$ cat config.mk
export PLATFORM = sky130hd
export DESIGN_NAME = funct_generator_ctrl
export DESIGN_NICKNAME = d
export VERILOG_FILES = /design/src/rtl/funct_generator_pkg.sv /design/src/rtl/funct_generator_skid.sv /design/src/rtl/funct_generator_ctrl.sv
export SDC_FILE = /design/constraint.sdc
export NUM_CORES = 1
export LEC_CHECK = 0
export CAP_MARGIN = 20
export CORE_ASPECT_RATIO = 1.75
export CORE_MARGIN = 2
export CORE_UTILIZATION = 30
export CTS_CLUSTER_SIZE = 30
export DETAILED_ROUTE_END_ITERATION = 7
export SYNTH_ARGS = -nofsm -noshare
export SYNTH_HDL_FRONTEND = slang
export SYNTH_SLANG_ARGS = --single-unit
$ cat constraint.sdc
create_clock -name clk -period 2.8 [get_ports clk]
set_input_delay 0.56 -clock clk [delete_from_list [all_inputs] [get_ports clk]]
set_output_delay 0.56 -clock clk [all_outputs]
set_load 0.05 [all_outputs]
$ cat src/rtl/funct_generator_pkg.sv
// Shared types and default sizes for the waveform LUT sequencer.
// The optional burst mode (macro FGEN_BURST_EN) is configured in funct_generator_ctrl.
package funct_generator_pkg;

  localparam int DEFAULT_DATA_WIDTH  = 32;
  localparam int DEFAULT_ADDR_WIDTH  = 8;
  localparam int DEFAULT_PHASE_WIDTH = 16;
  localparam int DEFAULT_NUM_WAVES   = 4;

  // Sample buffer depth and the width of its occupancy count (0..SKID_DEPTH).
  localparam int SKID_DEPTH = 2;
  localparam int OCC_WIDTH  = 2;

  typedef enum logic [1:0] {
    IDLE  = 2'd0,
    RUN   = 2'd1,
    DRAIN = 2'd2
  } state_t;

endpackage

$ cat src/rtl/funct_generator_skid.sv
// Two-entry in-order sample buffer with a valid/ready output and exported occupancy.
// The producer never pushes into a full buffer unless the same cycle pops.
module funct_generator_skid
  import funct_generator_pkg::*;
#(
  parameter int DATA_WIDTH = DEFAULT_DATA_WIDTH
) (
  input  logic                  clk,
  input  logic                  rst_n,
  input  logic                  push,
  input  logic [DATA_WIDTH-1:0] push_data,
  output logic [DATA_WIDTH-1:0] data,
  output logic                  valid,
  input  logic                  ready,
  output logic [OCC_WIDTH-1:0]  occ
);

  // Handshake: a sample transfers on a cycle where valid & ready are both high;
  // while valid is high and ready is low, data and valid do not change.
  logic [DATA_WIDTH-1:0] head_q;
  logic [DATA_WIDTH-1:0] tail_q;
  logic [OCC_WIDTH-1:0]  occ_q;
  logic                  pop;

  assign pop   = valid & ready;
  assign valid = (occ_q != 2'd0);
  assign data  = head_q;
  assign occ   = occ_q;

  always_ff @(posedge clk or negedge rst_n) begin
    if (!rst_n) begin
      head_q <= '0;
      tail_q <= '0;
      occ_q  <= 2'd0;
    end else begin
      case (occ_q)
        2'd0: begin
          if (push) begin
            head_q <= push_data;
            occ_q  <= 2'd1;
          end
        end
        2'd1: begin
          if (push && pop) begin
            head_q <= push_data;
          end else if (push) begin
            tail_q <= push_data;
            occ_q  <= 2'd2;
          end else if (pop) begin
            occ_q <= 2'd0;
          end
        end
        default: begin
          // Full: a push is only legal alongside a pop, so the tail shifts forward.
          if (pop) begin
            head_q <= tail_q;
            if (push) begin
              tail_q <= push_data;
            end else begin
              occ_q <= 2'd1;
            end
          end
        end
      endcase
    end
  end

endmodule

$ cat src/rtl/funct_generator_ctrl.sv
// Phase-accumulator sequencer for a registered-read waveform LUT feeding a sample stream.
// Define FGEN_BURST_EN to add burst_len_i/done_o (auto-stop after a fixed number of issues).
module funct_generator_ctrl
  import funct_generator_pkg::*;
#(
  parameter int DATA_WIDTH  = DEFAULT_DATA_WIDTH,
  parameter int ADDR_WIDTH  = DEFAULT_ADDR_WIDTH,
  parameter int PHASE_WIDTH = DEFAULT_PHASE_WIDTH,
  parameter int NUM_WAVES   = DEFAULT_NUM_WAVES,
  localparam int SEL_WIDTH  = (NUM_WAVES > 1) ? $clog2(NUM_WAVES) : 1
) (
  input  logic                   clk,
  input  logic                   rst_n,
  input  logic                   start_i,
  input  logic                   stop_i,
  input  logic [PHASE_WIDTH-1:0] freq_word_i,
  input  logic [SEL_WIDTH-1:0]   wave_sel_i,
  output logic [ADDR_WIDTH-1:0]  lut_addr_o,
  output logic [SEL_WIDTH-1:0]   lut_sel_o,
  input  logic [DATA_WIDTH-1:0]  lut_data_i,
  output logic [DATA_WIDTH-1:0]  sample_o,
  output logic                   sample_valid_o,
  input  logic                   sample_ready_i,
  output logic                   busy_o,
`ifdef FGEN_BURST_EN
  input  logic [15:0]            burst_len_i,
  output logic                   done_o,
`endif
  output logic                   wrap_o
);

  state_t                 state_q;
  state_t                 state_d;
  logic                   load;
  logic [PHASE_WIDTH-1:0] phase_q;
  logic [PHASE_WIDTH-1:0] fw_q;
  logic [SEL_WIDTH-1:0]   sel_q;
  logic                   inflight_q;
  logic                   wrap_q;
  logic [OCC_WIDTH-1:0]   occ;
  logic                   pop;
  logic                   issue;
  logic                   burst_last;
  logic [2:0]             credit;
  logic [PHASE_WIDTH:0]   phase_sum;

  // A read is only issued if the buffer can still hold its data after this
  // cycle's pop, so the returning sample always has a free slot.
  assign pop       = sample_valid_o & sample_ready_i;
  assign credit    = {1'b0, occ} + {2'b00, inflight_q} - {2'b00, pop};
  assign issue     = (state_q == RUN) && (credit < 3'(SKID_DEPTH));
  assign phase_sum = {1'b0, phase_q} + {1'b0, fw_q};

  always_comb begin
    state_d = state_q;
    load    = 1'b0;
    case (state_q)
      IDLE: begin
        if (start_i) begin
          state_d = RUN;
          load    = 1'b1;
        end
      end
      RUN: begin
        if (stop_i || burst_last) begin
          state_d = DRAIN;
        end
      end
      DRAIN: begin
        if (!inflight_q && (occ == 2'd0)) begin
          state_d = IDLE;
        end
      end
      default: state_d = IDLE;
    endcase
  end

  always_ff @(posedge clk or negedge rst_n) begin
    if (!rst_n) begin
      state_q    <= IDLE;
      phase_q    <= '0;
      fw_q       <= '0;
      sel_q      <= '0;
      inflight_q <= 1'b0;
      wrap_q     <= 1'b0;
    end else begin
      state_q    <= state_d;
      inflight_q <= issue;
      wrap_q     <= issue & phase_sum[PHASE_WIDTH];
      if (load) begin
        phase_q <= '0;
        fw_q    <= freq_word_i;
        sel_q   <= wave_sel_i;
      end else if (issue) begin
        phase_q <= phase_sum[PHASE_WIDTH-1:0];
      end
    end
  end

`ifdef FGEN_BURST_EN
  logic [15:0] burst_q;
  logic [15:0] issued_q;
  logic        done_q;

  // A zero burst length never matches, leaving the run continuous.
  assign burst_last = issue && (burst_q != 16'd0) && (issued_q == burst_q - 16'd1);
  assign done_o     = done_q;

  always_ff @(posedge clk or negedge rst_n) begin
    if (!rst_n) begin
      burst_q  <= '0;
      issued_q <= '0;
      done_q   <= 1'b0;
    end else begin
      done_q <= (state_q == DRAIN) && (state_d == IDLE);
      if (load) begin
        burst_q  <= burst_len_i;
        issued_q <= '0;
      end else if (issue) begin
        issued_q <= issued_q + 16'd1;
      end
    end
  end
`else
  assign burst_last = 1'b0;
`endif

  assign lut_addr_o = phase_q[PHASE_WIDTH-1 -: ADDR_WIDTH];
  assign lut_sel_o  = sel_q;
  assign busy_o     = (state_q != IDLE);
  assign wrap_o     = wrap_q;

  // LUT data lags the address by one cycle, so the issue flag is delayed to match.
  funct_generator_skid #(
    .DATA_WIDTH (DATA_WIDTH)
  ) u_skid (
    .clk       (clk),
    .rst_n     (rst_n),
    .push      (inflight_q),
    .push_data (lut_data_i),
    .data      (sample_o),
    .valid     (sample_valid_o),
    .ready     (sample_ready_i),
    .occ       (occ)
  );

endmodule

==> results of run 1 <==
-- cell type report --
cell class                 count  area, µm²  share of cell area (%)
clock buffer                  10      229.0                   3.492
clock inverter                 6      107.6                   1.641
inverter                       7      26.28                  0.4007
multi-input combinational    295       2210                   33.70
sequential                   104       2604                   39.71
tap                          192      240.2                   3.663
timing repair buffer         114       1141                   17.40
-- routing by layer --
layer  wire [µm]  share of wire, %  global-route usage [%]
met3         469               4.1                   3.257
met5           0                 0                       0
met1        4512                40                   14.94
met2        6178                54                   24.64
met4         177               1.6                   5.462
-- registers in the layout, summed over array words and instances, names as in the netlist --
name / count
u_skid.tail_q: 32
phase_q: 16
inflight_q: 1
lut_sel_o: 2
u_skid.occ: 2
u_skid.data: 32
state_q: 2
wrap_o: 1
fw_q: 16
-- worst max-delay path: stages, from the launching register on --
cell and delay [ps]:
dfrtp_1 390, ha_1 250, fa_1 430, a21oi_1 280, o211ai_1 200, a41oi_2 390
o21ai_1 160, a221oi_1 310, nor2_1 70
-- cell families (layout without fill, tap and decap cells) --
family                     Yosys count  in the layout
muxes                               84             84
and+or+nand+nor                     89             89
xor gates and xnor gates            14             14
buffers and inverters               36            137
AOI/OAI and AO/OA                   90             90
adders and majority gates           18             18
DFF                                104            104
-- power breakdown --
part	leakage (nW)	internal [mW]	switching [mW]
sequential	1.28	2.23	0.432
clock	0.162	0.872	0.574
combinational	1.38	1.91	2.77
-- final timing paths --
kind | end | cells after the start
setup / recovery | wrap_o$_DFF_PN0_ | 8
hold / removal | phase_q[10]$_DFFE_PN0P_ | 1
setup reg to reg | wrap_o$_DFF_PN0_ | 8
hold reg to reg | u_skid.data[19]$_DFFE_PN0P_ | 2
max in group asynchronous | fw_q[9]$_DFFE_PN0P_ | 2
min in group clk | u_skid.data[19]$_DFFE_PN0P_ | 2
-- synthesized netlist by cell type (3+ instances only) --
cell type  number
inv_1           7
mux2i_1        34
buf_2           6
mux2_2         50
clkbuf_1       14
nand3_1        16
ha_1           16
xor2_1          6
buf_4           8
o211ai_1        3
nor2_1         10
a21o_1          4
nand2_1        53
dfrtp_1       104
o21ai_0        50
xnor2_1         8
a21oi_1        14
-- placed cells by master (no fill, tap or decap), types with 2 or more instances in the layout --
cell type / Yosys / routed
nor2b_1: 2 / 2
a31oi_1: 2 / 2
bufinv_16: 0 / 3
o21ai_0: 50 / 50
fa_1: 2 / 2
a21o_2: 2 / 2
a21o_1: 4 / 4
buf_12: 0 / 3
o211ai_1: 3 / 3
a21oi_1: 14 / 14
buf_4: 8 / 13
and3_1: 2 / 2
inv_1: 7 / 7
nand2_1: 53 / 52
dfrtp_1: 104 / 103
xor2_1: 6 / 6
xnor2_1: 8 / 8
nor3_1: 2 / 2
mux2i_1: 34 / 34
mux2_2: 50 / 50
clkdlybuf4s50_1: 0 / 97
clkinv_2: 0 / 2
clkbuf_16: 0 / 9
ha_1: 16 / 16
nor2_1: 10 / 10
nand3_1: 16 / 16
nand2_2: 1 / 2
nand4_1: 2 / 2
==> metrics, run 1 <==
status=completed; syn_nets=508; adder-cell share of the synthesized area=4.829%; Initial Util=30.54%; main combinational cell family by area after synthesis=multiplexers; Die Area=17,670 µm²; Max VDD drop=510.5 µV; htree depth=3; ys async rst share=100.0%; Worst EP arrival=2830 ps; library cells used by synthesis=42; cts bufs inserted=9; xor and xnor fraction of the mapped netlist area=2.465%; worst slew pin tran=740.4 ps; number of I/O port buffers=99; placed cells=712; drt drc=0; share of layout cells above drive strength 1=17.72%; die width=101.3 µm; Static Leak=2.826 nW; crit start category=register; Tcrit/Tclk final=92.74%; CTS tree=built; # rows=62; Tightest Hold Check Type=input port to asynchronous set/reset pin; Synth Flop Type=dfrtp_1; final slew viol count=0; Syn Area/Cell=11.44 µm²; number of nets still failing antenna checks after routing=0; critical path capture point type=register; worst setup path class=register to register; post-cts sizing count=0; final setup fails=0; dominant cell type by area after synthesis=dfrtp_1; Post-CTS Hold Buffers=0; Worst Hold Slack=249.1 ps; 1st-pass router iterations=4; Root Driver=clkbuf_16; vias in the first global route=3,876; worst relative slew slack=50.64%; aggregate global-route resource usage=13.64%; starting DRC count in detailed routing=75; Core Region=16,290 µm²; Clock Pin Slew Worst Setup and Hold Paths=70 ps; Synth top area share=52.31%; MaxCap Viol Count=0; drt via density=4.875; Placed Area=6218 µm²; Post-Synth Simple-Gate Area=7.570%; DP Wirelength=8251 µm; minimum clock period=2597 ps; setup bufs post-CTS=0; Clock Sinks=104; Synth area leaders=dfrtp_1 52%, mux2_2 11%, mux2i_1 6.8%; final hold vios=0; RSZ-0062 raised after global routing=false; Max Root-Sink Buffers=2; R2R Path Start=phase_q[0]$_DFFE_PN0P_; die height=174.4 µm; setup ws final=203.2 ps; Ant. Diodes=0; total wire length=11,340 µm; initial antenna violation count=0; Layout Utilization=40.25%; CP Launch Point=phase_q[0]$_DFFE_PN0P_; cells after synthesis=435; CP Data Required Time=3030 ps; R2R Setup Slk=200 ps; largest net degree at the start of global routing=65; Peak Freq=0.3851 GHz; GRT overflow=0; worst-path fanout max=3; yosys warns=0; Power, Total=8.793 mW; Yosys reg bits=104; Wirelength per Cell=15.57 µm; DP Worst Slack=-209.8 ps; sequential area share after synthesis=52.31%; mux cell area share after synthesis=18.16%; Synth Area in Compound Gates=11.19%; setup_tns=0 ps; area grow syn2layout=31.82%; EDFF count, synth=0; non-filler cells, final=728; Cell Pwr Density=1341 nW/µm²; first-pass GRT wire length=18,800 µm; Nets=604; Final Cell Area=6558 µm²; Final Skew=7.143 ps; Boundary Pins=100; gp weighted congestion=0.7665; routed vias=3,549; worst-skew pair later-pin latency=350 ps; # fillers=1,571; mapped cell area=4975 µm²
(Power assumes the default switching activity.)
==> run 2: changes to the inputs <==
--- a/config.mk
+++ b/config.mk
@@ -8,7 +8,7 @@
 export CAP_MARGIN = 20
 export CORE_ASPECT_RATIO = 1.75
 export CORE_MARGIN = 2
-export CORE_UTILIZATION = 30
+export CORE_UTILIZATION = 40
 export CTS_CLUSTER_SIZE = 30
 export DETAILED_ROUTE_END_ITERATION = 7
 export SYNTH_ARGS = -nofsm -noshare
==> metrics, run 2 (synthesized netlist as in run 1, its figures left out) <==
starting DRC count in detailed routing=123 (was 75); Ant. Diodes=0 (unchanged); RSZ-0062 raised after global routing=false (unchanged); first-pass GRT wire length=18,120 µm (was 18,800 µm); final hold vios=0 (unchanged); setup bufs post-CTS=0 (unchanged); number of I/O port buffers=99 (unchanged); crit start category=register (unchanged); DP Wirelength=7613 µm (was 8251 µm); GRT overflow=0 (unchanged); Final Cell Area=6451 µm² (was 6558 µm²); Worst Hold Slack=127.1 ps (was 249.1 ps); worst slew pin tran=543.9 ps (was 740.4 ps); commonest non-fill, non-tap cell in the layout=dfrtp_1 (unchanged); CP Data Required Time=3030 ps (about the same); total wire length=10,770 µm (was 11,340 µm); Root Driver=clkbuf_16 (unchanged); status=completed (unchanged); routed vias=3,547 (was 3,549); share of layout cells above drive strength 1=17.11% (was 17.72%); aggregate global-route resource usage=17.22% (was 13.64%); largest net degree at the start of global routing=59 (was 65); crit-path cells=ha_1 -> fa_1 -> a21oi_1 -> o211ai_1 -> a41oi_2 -> o21ai_1 -> a221oi_1 -> nor2_1 (unchanged); initial antenna violation count=0 (unchanged); # fillers=1,124 (was 1,571); Max VDD drop=584.4 µV (was 510.5 µV); Max Root-Sink Buffers=2 (unchanged); drt drc=0 (unchanged); worst setup path class=register to register (unchanged); vias in the first global route=3,844 (was 3,876); die width=88.30 µm (was 101.3 µm); cts bufs inserted=9 (unchanged); area grow syn2layout=29.68% (was 31.82%); Placed Area=6165 µm² (was 6218 µm²); Final Skew=10.77 ps (was 7.143 ps); worst relative slew slack=63.74% (was 50.64%); Tcrit/Tclk final=91.65% (was 92.74%); drt via density=5.089 (was 4.875); worst-path fanout max=3 (unchanged); Worst EP arrival=2800 ps (was 2830 ps); post-cts sizing count=0 (unchanged); Cell Pwr Density=1321 nW/µm² (was 1341 nW/µm²); critical path capture point type=register (unchanged); # rows=53 (was 62); Layout Utilization=53.45% (was 40.25%); Nets=600 (was 604); CTS tree=built (unchanged); Clock Sinks=104 (unchanged); Clock Pin Slew Worst Setup and Hold Paths=80 ps (was 70 ps); Core Region=12,070 µm² (was 16,290 µm²); commonest cells after routing, fill and taps aside=103 x dfrtp_1, 98 x clkdlybuf4s50_1, 53 x nand2_1, 50 x o21ai_0, 50 x mux2_2 (was 103 x dfrtp_1, 97 x clkdlybuf4s50_1, 52 x nand2_1, 50 x o21ai_0, 50 x mux2_2); Die Area=13,380 µm² (was 17,670 µm²); Post-CTS Hold Buffers=0 (unchanged); final slew viol count=0 (unchanged); die height=151.5 µm (was 174.4 µm); Initial Util=41.22% (was 30.54%); final setup fails=0 (unchanged); htree depth=3 (unchanged); gp weighted congestion=0.7851 (was 0.7665); Peak Freq=0.3897 GHz (was 0.3851 GHz); Crit path largest cell delay=430 ps (about the same); Wirelength per Cell=15.45 µm (was 15.57 µm); Static Leak=2.781 nW (was 2.826 nW); Power, Total=8.522 mW (was 8.793 mW); worst-skew pair later-pin latency=350 ps (about the same); Tightest Hold Check Type=input port to asynchronous set/reset pin (unchanged); Boundary Pins=100 (unchanged); number of nets still failing antenna checks after routing=0 (unchanged); Critical-path top delay cell=fa_1 (unchanged); MaxCap Viol Count=0 (unchanged); 1st-pass router iterations=4 (unchanged); minimum clock period=2566 ps (was 2597 ps)
run 2: per-layer routing:
layer / global-route usage (%) / vias up / part of all wire (%)
li1: - / 1712 / -
met1: 18.76 / 1760 / 39
met2: 31.50 / 66 / 54
met3: 5.255 / 9 / 5.6
met4: 5.000 / 0 / 1.2
met5: 0 / - / 0
run 2: worst paths after layout:
path,startpoint,to,slack (ps),cells past startpoint
max,phase_q[0]$_DFFE_PN0P_,wrap_o$_DFF_PN0_,230,8
min,rst_n,phase_q[12]$_DFFE_PN0P_,130,1
max reg2reg,phase_q[0]$_DFFE_PN0P_,wrap_o$_DFF_PN0_,230,8
min reg2reg,u_skid.data[9]$_DFFE_PN0P_,u_skid.data[9]$_DFFE_PN0P_,480,2
max in group asynchronous,rst_n,phase_q[7]$_DFFE_PN0P_,1970,2
min in group clk,u_skid.data[9]$_DFFE_PN0P_,u_skid.data[9]$_DFFE_PN0P_,480,2
run 2: metrics by stage:
stage,setup TNS [ps],cells,setup slack [ps]
final,0,697,233.8
after floorplan,0,435,299.7
after detailed placement,-1368,681,-106.9
after global placement,-4.472,681,-1.353
after global routing,0,697,36.73
after CTS,0,697,185.4
run 2: layout make-up:
class / instances / area [µm²] / area share (%)
Inverter: 7 / 26.28 / 0.4073
Clock buffer: 9 / 225.2 / 3.491
Multi-Input combinational cell: 295 / 2207 / 34.21
Clock inverter: 7 / 61.31 / 0.9503
Tap cell: 165 / 206.4 / 3.200
Sequential cell: 104 / 2604 / 40.36
Timing Repair Buffer: 110 / 1121 / 17.38
run 2: critical path: cells and delay by family, from the launching register on:
kind / cells / cell delay (ps)
adders and majority gates: 2 / 680
AOI/OAI and AO/OA: 5 / 1330
and+or+nand+nor: 1 / 70
DFF: 1 / 390
run 2: report_power, final:
part	switching, mW	internal [mW]
clock network	0.603	0.623
registers	0.443	2.23
logic	2.72	1.90
==> run 3: changes to the inputs <==
--- a/config.mk
+++ b/config.mk
@@ -7,7 +7,7 @@
 export LEC_CHECK = 0
 export CAP_MARGIN = 20
 export CORE_ASPECT_RATIO = 1.75
-export CORE_MARGIN = 2
+export CORE_MARGIN = 10
 export CORE_UTILIZATION = 40
 export CTS_CLUSTER_SIZE = 30
 export DETAILED_ROUTE_END_ITERATION = 7
==> constraint.sdc (replaced) <==
create_clock -name clk -period 2.8 [get_ports clk]
set_input_delay 0.7 -clock clk [delete_from_list [all_inputs] [get_ports clk]]
set_output_delay 0.7 -clock clk [all_outputs]
set_load 0.05 [all_outputs]
==> metrics, run 3 (synthesized netlist as in run 1, its figures left out) <==
status=completed (unchanged); Worst EP arrival=2860 ps (was 2800 ps); Clock Pin Slew Worst Setup and Hold Paths=80 ps (about the same); starting DRC count in detailed routing=82 (was 123); # rows=53 (unchanged); Nets=602 (was 600); Post-CTS Hold Buffers=0 (unchanged); critical path capture point type=register (unchanged); Critical-path top delay cell=clkdlybuf4s50_1 (was fa_1); non-filler cells, final=698 (was 697); Root Driver=clkbuf_16 (unchanged); worst slew pin tran=649.7 ps (was 543.9 ps); Layout Utilization=53.23% (was 53.45%); Max Root-Sink Buffers=2 (unchanged); Static Leak=2.791 nW (was 2.781 nW); # fillers=1,100 (was 1,124); R2R Path Start=phase_q[0]$_DFFE_PN0P_ (unchanged); Initial Util=40.99% (was 41.22%); Boundary Pins=100 (unchanged); worst-path fanout max=19 (was 3); crit-path cells=clkdlybuf4s50_1 -> nand2_1 -> nor2_1 -> o21ai_0 -> fa_1 -> xnor2_1 -> nand3_1 -> or2_2 -> buf_12 -> nand3_1 -> o21ai_0 (was ha_1 -> fa_1 -> a21oi_1 -> o211ai_1 -> a41oi_2 -> o21ai_1 -> a221oi_1 -> nor2_1); Worst Path Buf+Inv=2 (was 0); gp weighted congestion=0.7824 (was 0.7851); Die Area=17,470 µm² (was 13,380 µm²); DP Wirelength=8459 µm (was 7613 µm); Final Cell Area=6460 µm² (was 6451 µm²); final setup fails=0 (unchanged); reg2reg end=phase_q[14]$_DFFE_PN0P_ (was wrap_o$_DFF_PN0_); Peak Freq=0.3777 GHz (was 0.3897 GHz); area grow syn2layout=29.85% (was 29.68%); final hold vios=0 (unchanged); Placed Area=6177 µm² (was 6165 µm²); Tightest Hold Check Type=input port to asynchronous set/reset pin (unchanged); die width=104.3 µm (was 88.30 µm); largest net degree at the start of global routing=65 (was 59); Ant. Diodes=0 (unchanged); routed vias=3,582 (was 3,547); number of I/O port buffers=99 (unchanged); first-pass GRT wire length=19,460 µm (was 18,120 µm); total wire length=11,610 µm (was 10,770 µm); reg2reg path depth=8 (unchanged); setup bufs post-CTS=0 (unchanged); Worst Hold Slack=297.2 ps (was 127.1 ps); worst-skew pair later-pin latency=350 ps (about the same); MaxCap Viol Count=0 (unchanged); aggregate global-route resource usage=13.52% (was 17.22%); RSZ-0062 raised after global routing=false (unchanged); Wirelength per Cell=16.64 µm (was 15.45 µm); worst relative slew slack=56.69% (was 63.74%); die height=167.5 µm (was 151.5 µm); crit start category=input port (was register); Clock Sinks=104 (unchanged); Tcrit/Tclk final=94.56% (was 91.65%); R2R Setup Slk=250 ps (was 230 ps); minimum clock period=2648 ps (was 2566 ps); CP Data Required Time=3020 ps (was 3030 ps); delay-heaviest family, CP=simple AND/OR/NAND/NOR gates (was compound AO/OA/AOI/OAI gates); htree depth=3 (unchanged); vias in the first global route=3,864 (was 3,844); Max VDD drop=552.2 µV (was 584.4 µV); commonest non-fill, non-tap cell in the layout=dfrtp_1 (unchanged); Cell Pwr Density=1328 nW/µm² (was 1321 nW/µm²); cts bufs inserted=9 (unchanged); number of nets still failing antenna checks after routing=0 (unchanged); GRT overflow=0 (unchanged); initial antenna violation count=0 (unchanged); 1st-pass router iterations=4 (unchanged); commonest cells after routing, fill and taps aside=103 x dfrtp_1, 97 x clkdlybuf4s50_1, 53 x nand2_1, 50 x o21ai_0, 50 x mux2_2 (was 103 x dfrtp_1, 98 x clkdlybuf4s50_1, 53 x nand2_1, 50 x o21ai_0, 50 x mux2_2); placed cells=683 (was 681); Crit path largest cell delay=500 ps (was 430 ps); final slew viol count=0 (unchanged); worst setup path class=input port to register (was register to register); Core Region=12,140 µm² (was 12,070 µm²); CTS tree=built (unchanged); share of layout cells above drive strength 1=17.45% (was 17.11%); drt via density=5.132 (was 5.089); Final Skew=12.27 ps (was 10.77 ps); post-cts sizing count=0 (unchanged); drt drc=0 (unchanged)
## run 3: worst max-delay path by stage
| stage | startpoint | slack [ps] | cells past startpoint | end |
|---|---|---|---|---|
| after floorplan | sample_ready_i | 230 | 11 | phase_q[13]$_DFFE_PN0P_ |
| after global placement | sample_ready_i | -140 | 12 | phase_q[13]$_DFFE_PN0P_ |
| after detailed placement | sample_ready_i | -210 | 11 | phase_q[7]$_DFFE_PN0P_ |
| after CTS | sample_ready_i | 160 | 12 | phase_q[13]$_DFFE_PN0P_ |
| after global routing | sample_ready_i | 10 | 12 | phase_q[13]$_DFFE_PN0P_ |
| final | sample_ready_i | 150 | 11 | phase_q[7]$_DFFE_PN0P_ |
## run 3: report_power, final
| part | internal (mW) | switching, mW |
|---|---|---|
| Sequential | 2.23 | 0.441 |
| Combinational | 1.92 | 2.76 |
| Clock | 0.623 | 0.603 |
| Total | 4.78 | 3.80 |
## run 3: cell type report
cell class	count	area [µm²]	share of cell area [%]
Sequential cell	104	2604	40.31
Tap cell	165	206.4	3.196
Inverter	7	26.28	0.4067
Multi-Input combinational cell	295	2207	34.17
Timing Repair Buffer	112	1134	17.55
Clock buffer	9	225.2	3.486
Clock inverter	6	57.56	0.8910
## run 3: per-layer routing
metal | wire [µm] | global-route usage, %
met5 | 0 | 0
met4 | 146 | 4.073
met3 | 672 | 4.612
met2 | 6179 | 24.18
met1 | 4613 | 14.59
## run 3: through the flow
stage	setup TNS (ps)	setup slack, ps	power (mW)
after floorplan	0	228.2	6.008
after global placement	-1946	-138.6	7.306
after detailed placement	-2906	-205.9	7.442
after CTS	0	157.2	8.711
after global routing	0	13.51	9.219
final	0	152.2	8.579
